**src/rtl/btn_pkg.sv**
```systemverilog
// btn_pkg: channel states and board timing constants shared by the button input path.
package btn_pkg;
    typedef enum logic [2:0] {IDLE, DB_PRESS, PRESSED, HELD, DB_REL} btn_state_e;
    localparam int CLK_HZ = 27_000_000;
    localparam int DEBOUNCE_10MS = CLK_HZ / 100;
    localparam int LONG_1S = CLK_HZ;
    function automatic int max3(input int a, input int b, input int c);
        return (a > b) ? ((a > c) ? a : c) : ((b > c) ? b : c);
    endfunction
endpackage

```
**src/rtl/button_channel.sv**
```systemverilog
// button_channel: synchroniser, debounce FSM and hold/repeat counters for one button.
// Auto-repeat is built only when BUTTON_REPEAT_EN is defined.
module button_channel
    import btn_pkg::*;
#(
    parameter int ACTIVE_LOW      = 1,
    parameter int DEBOUNCE_CYCLES = DEBOUNCE_10MS,
    parameter int LONG_CYCLES     = LONG_1S,
    parameter int REPEAT_CYCLES   = LONG_1S / 5
) (
    input  logic clk,
    input  logic rst,
    input  logic btn_i,
    output logic level_o,
    output logic press_o,
    output logic release_o,
    output logic long_o,
    output logic repeat_o
);
    localparam int W = $clog2(max3(DEBOUNCE_CYCLES, LONG_CYCLES, REPEAT_CYCLES));
    localparam logic REL_LVL = (ACTIVE_LOW != 0);
    btn_state_e state_q;
    logic [1:0] sync_q;
    logic [W-1:0] cnt_q, hold_q;
    logic held_q, act;
    assign act = sync_q[1] ^ REL_LVL;
    always_ff @(posedge clk or posedge rst) begin
        if (rst) begin
            sync_q    <= {2{REL_LVL}};
            state_q   <= IDLE;
            cnt_q     <= '0;
            hold_q    <= '0;
            held_q    <= 1'b0;
            level_o   <= 1'b0;
            press_o   <= 1'b0;
            release_o <= 1'b0;
            long_o    <= 1'b0;
        end else begin
            sync_q    <= {sync_q[0], btn_i};
            press_o   <= 1'b0;
            release_o <= 1'b0;
            long_o    <= 1'b0;
            case (state_q)
                IDLE: if (act) begin
                    state_q <= DB_PRESS;
                    cnt_q   <= '0;
                end
                DB_PRESS: if (!act) state_q <= IDLE;
                else if (cnt_q == W'(DEBOUNCE_CYCLES - 1)) begin
                    state_q <= PRESSED;
                    press_o <= 1'b1;
                    level_o <= 1'b1;
                    hold_q  <= '0;
                    held_q  <= 1'b0;
                end else cnt_q <= cnt_q + 1'b1;
                // the long-press threshold takes precedence over a release in the same cycle
                PRESSED: if (hold_q == W'(LONG_CYCLES - 1)) begin
                    state_q <= HELD;
                    long_o  <= 1'b1;
                    held_q  <= 1'b1;
                end else if (!act) begin
                    state_q <= DB_REL;
                    cnt_q   <= '0;
                end else hold_q <= hold_q + 1'b1;
                HELD: if (!act) begin
                    state_q <= DB_REL;
                    cnt_q   <= '0;
                end
                DB_REL: if (act) state_q <= held_q ? HELD : PRESSED;
                else if (cnt_q == W'(DEBOUNCE_CYCLES - 1)) begin
                    state_q   <= IDLE;
                    release_o <= 1'b1;
                    level_o   <= 1'b0;
                end else cnt_q <= cnt_q + 1'b1;
                default: state_q <= IDLE;
            endcase
        end
    end
`ifdef BUTTON_REPEAT_EN
    logic [W-1:0] rep_q;
    logic rep_last;
    assign rep_last = (rep_q == W'(REPEAT_CYCLES - 1));
    // rep_q holds its value across DB_REL so a bounce while held keeps the cadence
    always_ff @(posedge clk or posedge rst) begin
        if (rst) begin
            rep_q    <= '0;
            repeat_o <= 1'b0;
        end else begin
            repeat_o <= 1'b0;
            if (state_q == HELD && act) begin
                rep_q    <= rep_last ? '0 : rep_q + 1'b1;
                repeat_o <= rep_last;
            end else if (state_q != DB_REL) rep_q <= '0;
        end
    end
`else
    assign repeat_o = 1'b0;
`endif
endmodule

```
**src/rtl/button_input.sv**
```systemverilog
// button_input: N_BTN independent debounced button channels with press/release/long/repeat events.
// Optional auto-repeat via BUTTON_REPEAT_EN.
module button_input
    import btn_pkg::*;
#(
    parameter int N_BTN           = 2,
    parameter int ACTIVE_LOW      = 1,
    parameter int DEBOUNCE_CYCLES = DEBOUNCE_10MS,
    parameter int LONG_CYCLES     = LONG_1S,
    parameter int REPEAT_CYCLES   = LONG_1S / 5
) (
    input  logic             clk,
    input  logic             rst,
    input  logic [N_BTN-1:0] btn,
    output logic [N_BTN-1:0] btn_level,
    output logic [N_BTN-1:0] btn_press,
    output logic [N_BTN-1:0] btn_release,
    output logic [N_BTN-1:0] btn_long,
    output logic [N_BTN-1:0] btn_repeat
);
    for (genvar i = 0; i < N_BTN; i++) begin : g_ch
        button_channel #(
            .ACTIVE_LOW     (ACTIVE_LOW),
            .DEBOUNCE_CYCLES(DEBOUNCE_CYCLES),
            .LONG_CYCLES    (LONG_CYCLES),
            .REPEAT_CYCLES  (REPEAT_CYCLES)
        ) u_ch (
            .clk      (clk),
            .rst      (rst),
            .btn_i    (btn[i]),
            .level_o  (btn_level[i]),
            .press_o  (btn_press[i]),
            .release_o(btn_release[i]),
            .long_o   (btn_long[i]),
            .repeat_o (btn_repeat[i])
        );
    end
endmodule

```
**config.mk**
```make
export PLATFORM = sky130hd
export DESIGN_NAME = button_input
export DESIGN_NICKNAME = d
export VERILOG_FILES = /design/src/rtl/btn_pkg.sv /design/src/rtl/button_channel.sv /design/src/rtl/button_input.sv
export SDC_FILE = /design/constraint.sdc
export NUM_CORES = 1
export LEC_CHECK = 0
export CORE_MARGIN = 1.5
export CORE_UTILIZATION = 51
export DETAILED_ROUTE_END_ITERATION = 10
export GPL_TIMING_DRIVEN = 1
export PLACE_DENSITY = 0.7
export SYNTH_ARGS = -nofsm -noshare
export SYNTH_HDL_FRONTEND = slang
export SYNTH_SLANG_ARGS = --single-unit
```
**constraint.sdc**
```tcl
create_clock -name clk -period 3.25 [get_ports clk]
set_input_delay 0.325 -clock clk [delete_from_list [all_inputs] [get_ports clk]]
set_output_delay 0.325 -clock clk [all_outputs]
set_load 0.03 [all_outputs]
```
After elaboration in Yosys (flattened, before gate mapping). Cells that the tools add are included.

Reductions and logical operators: 18. Multiplexer cells: 72. Equality and inequality tests: 32. Add/sub/neg operators: 4.

Operator list (count): 25-bit two-way mux (20); 25-bit case mux with 5 select lines (2); 25-bit by 1-bit adder with 25-bit output (second input constant) (4); 25-bit case mux with 2 select lines (2); 25-bit by 19-bit == test with 1-bit output (second input constant) (2); 25-bit == test (second input constant) (2); 3-bit two-way mux (14); 3-bit case mux with 5 select lines (2); 5-bit AND reduction (6); 1-bit two-way mux (28); 2-bit by 1-bit inequality test with 1-bit output (second input constant) (8); 2-bit inequality test (second input constant) (8); 3-bit by 2-bit == test with 1-bit output (second input constant) (4); 5-bit nonzero test (2); 1-bit case mux with 2 select lines (4); 4-bit AND reduction (2); 2-bit nonzero test (4); 3-bit by 1-bit == test with 1-bit output (second input constant) (2); 3-bit == test (second input constant) (2); 3-bit zero test (2); 3-bit by 1-bit inequality test with 1-bit output (second input constant) (2); 3-bit inequality test (second input constant) (2); 3-bit AND reduction (2).

Bits in registers: 120. Output and inout port bits: 10.

Logic depth before layout (Yosys ltp).
Word-level depth: 4. Mapped depth: 8.

Hierarchy. Synthesis repeated with hierarchy kept, for this count alone.

Cells, all modules: 754. Area total of the unflattened synthesis: 6930.4 sq um.

Modules (own cells, without submodules): button_channel at g_ch[0].u_ch (cells an instance 382, times used 1, area an instance 3584.7 sq um); button_channel at g_ch[1].u_ch (cells an instance 372, times used 1, area an instance 3345.7 sq um).

Worst setup path after synthesis. Ideal clock, no wire load.

Path kind: reg2reg. Start: register g_ch[1].u_ch.cnt_q[0]. End: register g_ch[1].u_ch.cnt_q[21]. Required time: 3168 ps. Setup slack: 1222 ps. Stages on the path, launching flop included: 9. Buffers on the path: 2. Arrival time: 1946 ps. Cell sequence: dfrtp_1 ha_1 nand4_1 and4b_1 clkbuf_2 a221oi_4 buf_6 a41oi_1 a31oi_1.

Word-level cells in the longest chain between the ends: 4. Elaborated cells on any way between the ends: 6. Those cells by class: add/sub: 1; eq/ne: 1; mux: 4.

Ends and longest elaborated chain: from (decl) (RTL line button_channel.sv:24) `logic [W-1:0] cnt_q, hold_q;`; from (signal assigned) (RTL line button_channel.sv:55) `end else cnt_q <= cnt_q + 1'b1;`; from (signal assigned) (RTL line button_channel.sv:74) `end else cnt_q <= cnt_q + 1'b1;`; 25-bit by 1-bit adder with 25-bit output or 25-bit by 19-bit == test with 1-bit output (tied branches); 25-bit two-way mux * (RTL line button_channel.sv:49, button_channel.sv:70); 25-bit two-way mux, on equally long branches (RTL line button_channel.sv:69, button_channel.sv:48); 25-bit case mux with 5 select lines * (RTL line button_channel.sv:43) `case (state_q)`.

Every way passes the cells marked *; elsewhere a longest branch is shown, timed or not. The select of a mux whose other input is x is not followed. A chain may end at the register's enable or synchronous reset.

Worst setup path after layout.
Start: register g_ch[1].u_ch.cnt_q[0]. End: register g_ch[1].u_ch.cnt_q[14].

Same word-level chain as after synthesis.

==> flow_summary_export.csv <==
group,metric,value,unit
power_and_ir_drop,ir_drop,0.000376,V
power_and_ir_drop,power.density,457,nW/µm²
logic_synthesis,synth_ff_type,"dfrtp_1",
sta,fmax,388,MHz
drt,wl,16.3,mm
logic_synthesis,netlist_area,7000,µm²
sta,relSlewSlack,30.4,%
drt,ant_nets,0,
logic_synthesis,synthTopCellsByCount,"116 x dfrtp_1, 80 x a31oi_1, 78 x nand2_1, 49 x a21oi_1, 49 x nand3_1",
critical_path,end_kind,"flip-flop",
logic_synthesis,synth_cell_type_count,67,
sta,post-route-min-period,2.58,ns
outcome,status,"complete, no violations",
drt,drc,0,
job,max-cap-violations,0,
cts,clock_sink_count,120,
power_and_ir_drop,p_total,3.48,mW
cts,root_buffer,"clkbuf_16",
place,dp_hpwl,10.3,mm
place,placed_cell_area,7070,µm²
grt,grt_max_degree,121,
power_and_ir_drop,leakagePower,3.12,nW
place,portBuffers,11,
cts,cts_made_buffers,17,
drt,wl_per_cell,17.3,µm
cts,htree_levels,4,
critical_path,path_max_fanout,14,
cts,post_cts.repair.setup_buffers,0,
drt,routed_via_density,6.53,
logic_synthesis,syn_area_per_cell,9.01,µm²
grt,antenna_found_initial,0,
floorplan,rows,42,
floorplan,die_area,14400,µm²
floorplan,core_area,13300,µm²
logic_synthesis,postSynth.asyncResetShare,100,%
worst_hold_path,hp-class,"in -> reg",
critical_path,cp-start-kind,"flip-flop",
drt,drt_iter0_drc,868,
finish,final_nets,760,
drt,drt_pre_antenna_iters,5,
logic_synthesis,netlist_top_cells_area,"dfrtp_1 41%, a31oi_1 7.2%, nand2_1 4.2%",
cts,clk_path_buf_depth,2,
logic_synthesis,synth_area_leader_cell,"dfrtp_1",
finish,antennaDiodeCount,0,
finish,synthToLayoutAreaGrowth,8.60,%
finish,final_core_utilization,57.2,%
drt,route.vias.total,6147,
grt,grt_usage,23.4,%
cts,clk_latency,0.43,ns
cts,cts_resized,0,
logic_synthesis,ys_ff_latch,120,
logic_synthesis,synth_seq_area_share,43.0,%
grt,grt_pass1_vias,5690,
sta,fin_tns_setup,0,ns
critical_path,worstSetupPathType,"reg -> reg",
logic_synthesis,syn_inst,777,
sta,rsz0062_at_grt,"false",
place,place_ws,0.721,ns
critical_path,cp_data_arrival_time,2.93,ns
floorplan,io_pins,14,
finish,final_layout_size_suffix_gt1_share,7.19,%
finish,final_cells,941,
cts,clk_pin_slew,0.05,ns
logic_synthesis,yosysTopAreaCellShare,41.5,%
grt,grt_overflow,0,
grt,grt_pass1_wl,27.3,mm
finish,n_fill_cell,1158,
sta,final.period_utilization,79.3,%
sta,hold-worst-slack,0.304,ns
logic_synthesis,synth_edf_count,0,
sta,setup_viol_count_final,0,
floorplan,initial_utilization,52.6,%
sta,drv_slew,0,
place,globalplace.congestion,0.875,
sta,fin_ws,0.673,ns
cts,cts_tree,"done",
floorplan,die_y,120,µm
finish,fin_area,7600,µm²
critical_path,r2r_slack,0.67,ns
floorplan,die_w,120,µm
sta,hold_viol_final,0,
sta,worst_slew_pin_slew,1.03,ns
logic_synthesis,yosysWarningCount,0,
sta,fin_skew,0.00880,ns
place,dpl.cell_count,909,
logic_synthesis,synth.most_common_cell,"dfrtp_1",
cts,cts_hold_buf,0,
critical_path,required,3.60,ns
registers in the layout, summed over array words and instances, names as in the netlist, 4 cells and up:
signal and cells:
g_ch.u_ch.cnt_q 50, g_ch.u_ch.state_q 6, g_ch.u_ch.sync_q 4, g_ch.u_ch.hold_q 50
per-layer routing:
metal | vias up | part of all wire, % | global-route usage (%)
li1 | 2905 | - | -
met2 | 190 | 48 | 37.3
met3 | 24 | 4.7 | 6.65
met5 | - | 0 | 0
met1 | 3028 | 45 | 30.7
met4 | 0 | 1.6 | 8.04
logic make-up (layout without fill, tap and decap cells):
| family | after synthesis | count (layout) | synth area share [%] |
|---|---|---|---|
| and+or+nand+nor | 292 | 292 | 23.1 |
| AOI/OAI and AO/OA | 246 | 246 | 23.8 |
| muxes | 14 | 14 | 2.00 |
| adders and majority gates | 4 | 4 | 0.715 |
| DFF | 120 | 120 | 43.0 |
| other | 1 | 2 | 0.0536 |
| xor gates and xnor gates | 8 | 8 | 1.00 |
| buffers and inverters | 92 | 79 | 6.36 |
layout by cell type (no fill, tap or decap), types with 6 or more instances in the layout:
cell type / count
a21o_1: 14
a21oi_1: 49
a22o_1: 7
a31o_2: 6
a31oi_1: 80
a41oi_1: 25
and2_1: 10
and3_1: 28
and4_1: 12
buf_4: 7
clkbuf_1: 9
clkbuf_16: 17
clkdlybuf4s50_1: 11
dfrtp_1: 116
inv_1: 27
mux2i_1: 14
nand2_1: 78
nand3_1: 49
nand4_1: 22
nor2_1: 30
nor3_1: 14
nor4_1: 15
o21a_1: 6
o21ai_0: 25
cell type report:
| class | count | area [µm²] | area share [%] |
|---|---|---|---|
| multi-input cells | 566 | 3550 | 46.7 |
| flip-flops and latches | 120 | 3010 | 39.6 |
| clock buffers | 28 | 487 | 6.40 |
| well taps | 176 | 220 | 2.90 |
| repair buffers | 19 | 183 | 2.40 |
| inverters | 28 | 109 | 1.43 |
| clock inverters | 4 | 45.0 | 0.593 |
worst max-delay path: stages, from the launching register on:
cell and delay, ns:
dfrtp_1 0.41, ha_1 0.26, nand4_1 0.19, and4b_1 0.35
a221oi_4 0.68, buf_4 0.31, a41oi_1 0.14, a31oi_1 0.16
power by group:
| part | internal, mW | switching [mW] | total [mW] |
|---|---|---|---|
| Sequential | 1.52 | 0.0382 | 1.56 |
| Clock | 1.09 | 0.657 | 1.74 |
| Combinational | 0.0551 | 0.116 | 0.171 |
final timing paths:
check | start | endpoint | cells after the start
max in group asynchronous | rst | g_ch[0].u_ch.cnt_q[2] | 3
worst min-delay path | btn[0] | g_ch[0].u_ch.sync_q[0] | 1
worst max-delay path | g_ch[1].u_ch.cnt_q[0] | g_ch[1].u_ch.cnt_q[14] | 7
worst min register to register | g_ch[0].u_ch.sync_q[0] | g_ch[0].u_ch.sync_q[1] | 0
worst max register to register | g_ch[1].u_ch.cnt_q[0] | g_ch[1].u_ch.cnt_q[14] | 7
min in group asynchronous | rst | g_ch[1].u_ch.hold_q[12] | 3
(Power assumes the default switching activity.)
==> RTL edit 1, RTL diff (same settings) <==
Build with the macro `BUTTON_REPEAT_EN` defined.
--- a/src/rtl/button_channel.sv
+++ b/src/rtl/button_channel.sv
@@ -1,5 +1,7 @@
 // button_channel: synchroniser, debounce FSM and hold/repeat counters for one button.
 // Auto-repeat is built only when BUTTON_REPEAT_EN is defined.
+`define BUTTON_REPEAT_EN
+
 module button_channel
     import btn_pkg::*;
 #(
Behaviour: same outputs for any inputs over 4 cycles, from zero or initial values and one cycle with rst high; that may be too few to reach the edited logic, so the function may still have changed.
==> RTL edit 1 against the unedited design <==
- the run now ends with DRC left
- count of clock-buffer cells in the layout down 3
- critical path type unchanged
- design area is 35% higher
- largest cell class unchanged
- setup slack worse by 0.10 ns
- sequential cell count rose by 52
- power is 24% higher
- area after synthesis rose by 35%
- wire length up 30%
==> RTL edit 1: results (changes against the unedited design) <==
* Placed Cells at 1300 (+43%)
* Port Buf Inserts at 13 (+2)
* Initial drt markers at 662 (-24%)
* Post-synthesis area per instance at 8.58 µm² (-4.8%)
* Clk pwr share at 44.6% (-5.6 points)
* Final Wtd Congestion at 0.859 (-1.8%)
* Vias at 8177 (+33%)
* Post-DP HPWL at 14000 µm (+36%)
* DRT Wirelength at 21100 µm (+30%)
* # nets final at 1100 (+45%)
* Slew @ Worst Pin at 0.852 ns (-0.183 ns)
* First-pass GRT wire length at 36800 µm (+35%)
* Synth cell count leaders: dfrtp_1, nand2_1, nor2_1
* Remaining DRCs at 3 (+3)
* Final Skew at 0.0163 ns (+0.00749 ns)
* Synth top area cells: dfrtp_1, o21ai_0, nand2_1
* DR vias/cell at 6.14 (-6.0%)
* Comb power frac at 4.4% (-0.5 points)
* Layout cells sized above 1 at 5.98% (-1.2 points)
* CP max FO at 6 (-8)
* IR drop worst, VDD at 0.345 mV (-8.3%)
* Crit path arrival time at 2.99 ns (+0.06 ns)
* Status: finished, violations left
* Failing checks: DRC
* Switching share of power at 23.2% (-0.18 points)
==> RTL edit 1: cell type report <==
| type | count | area, µm² |
|---|---|---|
| timing repair buffer | 29 | 263 |
| multi-input combinational | 845 | 4790 |
| tap | 229 | 287 |
| clock buffer | 25 | 475 |
| fill | 1606 | 7800 |
| clock inverter | 7 | 63.8 |
| sequential | 172 | 4310 |
| inverter | 25 | 97.6 |
==> RTL edit 1: path summary, 6_finish.rpt <==
kind | startpoint | end | slack, ns | cells past startpoint
worst min-delay path | btn[1] | g_ch[1].u_ch.sync_q[0] | 0.30 | 1
worst min register to register | g_ch[0].u_ch.sync_q[0] | g_ch[0].u_ch.sync_q[1] | 0.36 | 0
min in group asynchronous | rst | g_ch[1].u_ch.cnt_q[8] | 0.38 | 3
worst max-delay path | g_ch[0].u_ch.cnt_q[0] | g_ch[0].u_ch.cnt_q[24] | 0.57 | 7
worst max register to register | g_ch[0].u_ch.cnt_q[0] | g_ch[0].u_ch.cnt_q[24] | 0.57 | 7
max in group asynchronous | rst | g_ch[0].u_ch.hold_q[15] | 2.22 | 3
==> RTL edit 1: cell families (layout without fill, tap and decap cells) <==
kind of cell	count (synthesis)	after routing	synth area share [%]
AO/OA/AOI/OAI	289	289	18.4
XOR/XNOR	35	35	3.24
adder cells (fa/ha/maj)	6	6	0.794
buffers and inverters	85	86	3.90
flip-flops	172	172	45.6
multiplexers	1	1	0.106
AND/OR/NAND/NOR	514	514	28.0
==> RTL edit 1: routing by layer <==
| metal | vias up | GRT usage, % | wire [µm] |
|---|---|---|---|
| met4 | 0 | 6.66 | 222 |
| met1 | 3973 | 31.6 | 10300 |
| met3 | 23 | 4.18 | 796 |
| met2 | 168 | 36.2 | 9790 |
| met5 | - | 0 | 0 |
| li1 | 4013 | - | - |
==> RTL edit 1: stage by stage <==
stage / hold WS (ns) / setup WS (ns) / utilization [%] / total power [mW] / instance area (µm²)
finish: 0.298 / 0.569 / 56.8 / 4.32 / 10300
global route: 0.283 / 0.402 / 56.8 / 4.48 / 10300
CTS: 0.291 / 0.577 / 56.8 / 4.35 / 10300
detailed placement: 0.347 / 0.609 / 53.9 / 2.44 / 9740
global placement: 0.346 / 0.647 / 53.9 / 2.44 / 9740
floorplan: 0.329 / 0.702 / - / 2.38 / 9460
==> RTL edit 1: worst max-delay path, stage by stage (launching register included) <==
cell and delay, ns:
dfrtp_1 0.40, ha_1 0.25, nand2_1 0.11, or3_1 0.47, or4b_4 0.56, or3_1 0.37, and3_1 0.19, a211o_1 0.22
==> RTL edit 2, RTL diff (same flow settings) <==
Without the edit above. The 5 states of `btn_state_e` get a one-hot encoding in 5 bits.
--- a/src/rtl/btn_pkg.sv
+++ b/src/rtl/btn_pkg.sv
@@ -1,6 +1,6 @@
 // btn_pkg: channel states and board timing constants shared by the button input path.
 package btn_pkg;
-    typedef enum logic [2:0] {IDLE, DB_PRESS, PRESSED, HELD, DB_REL} btn_state_e;
+    typedef enum logic [4:0] {IDLE = 5'b00001, DB_PRESS = 5'b00010, PRESSED = 5'b00100, HELD = 5'b01000, DB_REL = 5'b10000} btn_state_e;
     localparam int CLK_HZ = 27_000_000;
     localparam int DEBOUNCE_10MS = CLK_HZ / 100;
     localparam int LONG_1S = CLK_HZ;
Formal check against the unedited RTL: no difference found for any inputs over 4 cycles, from zero or initial values and one cycle with rst high; so few cycles prove little.
==> RTL edit 2 against the unedited design <==
- die area grew 7.4%
- sequential cell count grew 4
- design area grew 9.3%
- setup slack lost 0.053 ns
- area after synthesis grew 7.6%
- non-clock buffer count grew 9
- count of clock-buffer cells in the layout shrank 3
- synthesized cell count grew 8.1%
- wire length grew 12%
Power is not compared: it rests on default switching activity, and its combinational part moved more than twofold at a synthesized area within 25%.
==> RTL edit 2: results (changes against the unedited design) <==
* Synth Area in XOR/XNOR at 0.814% (-0.19 points)
* Slew Limit Headroom at 39.0% (+8.6 points)
* Post-Synth Adder-Cell Area at 0.664% (-0.051 points)
* DR vias/cell at 6.69 (+2.4%)
* First-pass DRT Iterations at 6 (+1)
* Post-synthesis compound-gate area fraction at 23.6% (-0.19 points)
* Post-DP HPWL at 12200 µm (+19%)
* Seq/Total Area, Yosys at 41.3% (-1.7 points)
* Pin count of the biggest net entering global routing at 45 (-63%)
* CP max FO at 11 (-3)
* Area after DPL at 7750 µm² (+9.6%)
* Initial drt markers at 729 (-16%)
* Multiplexer share of the synthesized area at 0.399% (-1.6 points)
* Syn Inst Count at 840 (+8.1%)
* CP max stage delay at 0.62 ns (-0.06 ns)
* Layout cells sized above 1 at 9.72% (+2.5 points)
* Final Skew at 0.0120 ns (+0.00317 ns)
* Status: finished clean
* DRT Wirelength at 18300 µm (+12%)
* First-pass GRT wire length at 31400 µm (+15%)
* Synth cell count leaders: dfrtp_1, nand2_1, nand3_1
* Placed Cells at 996 (+9.6%)
* Layout fillers at 1255 (+8.4%)
* Post-DR wirelength/cell at 17.8 µm (+3.0%)
* Vias in the first global route at 6563 (+15%)
* Crit path arrival time at 2.89 ns (-0.04 ns)
* Total global-route track usage at 24.4% (+0.96 points)
* Largest registers: g_ch.u_ch.cnt_q x50, g_ch.u_ch.hold_q x50, g_ch.u_ch.state_q x10
* Synth top area cells: dfrtp_1, o31ai_1, a31oi_1
-- RTL edit 2: stage by stage --
step	worst slack [ns]	util (%)
after floorplan	0.926	-
final	0.620	57.4
after global routing	0.421	57.4
after detailed placement	0.642	53.5
after CTS	0.619	57.4
after global placement	0.690	53.5
-- RTL edit 2: layout make-up --
| cell class | count | area share [%] |
|---|---|---|
| Clock buffer | 25 | 5.96 |
| Clock inverter | 7 | 0.753 |
| Inverter | 32 | 1.49 |
| Multi-Input combinational cell | 628 | 48.4 |
| Sequential cell | 124 | 37.4 |
| Tap cell | 184 | 2.77 |
| Timing Repair Buffer | 28 | 3.16 |
-- RTL edit 2: cell families (layout without fill, tap and decap cells) --
family          after synthesis  in the layout
buf+inv                      89             92
compound gates              248            248
mux                           3              3
flops                       124            124
simple gates                364            364
xor+xnor                      7              7
fa+ha+maj                     4              4
other cells                   1              2
-- RTL edit 2: routing by layer --
layer / routed length (µm) / global-route usage (%) / up-vias / share of wire (%)
met2: 9070 / 39.7 / 247 / 49
met1: 8060 / 32.0 / 3369 / 44
met3: 925 / 5.33 / 32 / 5.0
met4: 268 / 9.13 / 0 / 1.5
li1: - / - / 3227 / -
met5: 0 / 0 / - / 0
-- RTL edit 2: power groups by stage --
stage          Combinational (mW)  Sequential (mW)  Clock [mW]
6_report                    0.678             1.75        1.80
3_3_place_gp                0.649             1.77           0
5_1_grt                     0.759             1.77        1.91
3_5_place_dp                0.673             1.78           0
4_1_cts                     0.678             1.75        1.83
2_1_floorplan               0.552             1.71           0
-- RTL edit 2: worst paths after layout --
| check | startpoint | endpoint | slack, ns | cells past startpoint |
|---|---|---|---|---|
| worst max-delay path | g_ch[1].u_ch.cnt_q[15] | g_ch[1].u_ch.hold_q[4] | 0.62 | 5 |
| worst min-delay path | btn[0] | g_ch[0].u_ch.sync_q[0] | 0.31 | 1 |
| worst max register to register | g_ch[1].u_ch.cnt_q[15] | g_ch[1].u_ch.hold_q[4] | 0.62 | 5 |
| worst min register to register | g_ch[1].u_ch.sync_q[0] | g_ch[1].u_ch.sync_q[1] | 0.35 | 0 |
| max in group asynchronous | rst | g_ch[0].u_ch.state_q[0] | 2.05 | 3 |
| min in group asynchronous | rst | g_ch[1].u_ch.press_o | 0.43 | 2 |
-- RTL edit 2: critical path: cells and delay by family, from the launching register on --
kind | cells | cell delay [ns]
and+or+nand+nor | 3 | 1.31
AOI/OAI and AO/OA | 2 | 0.70
DFF | 1 | 0.45
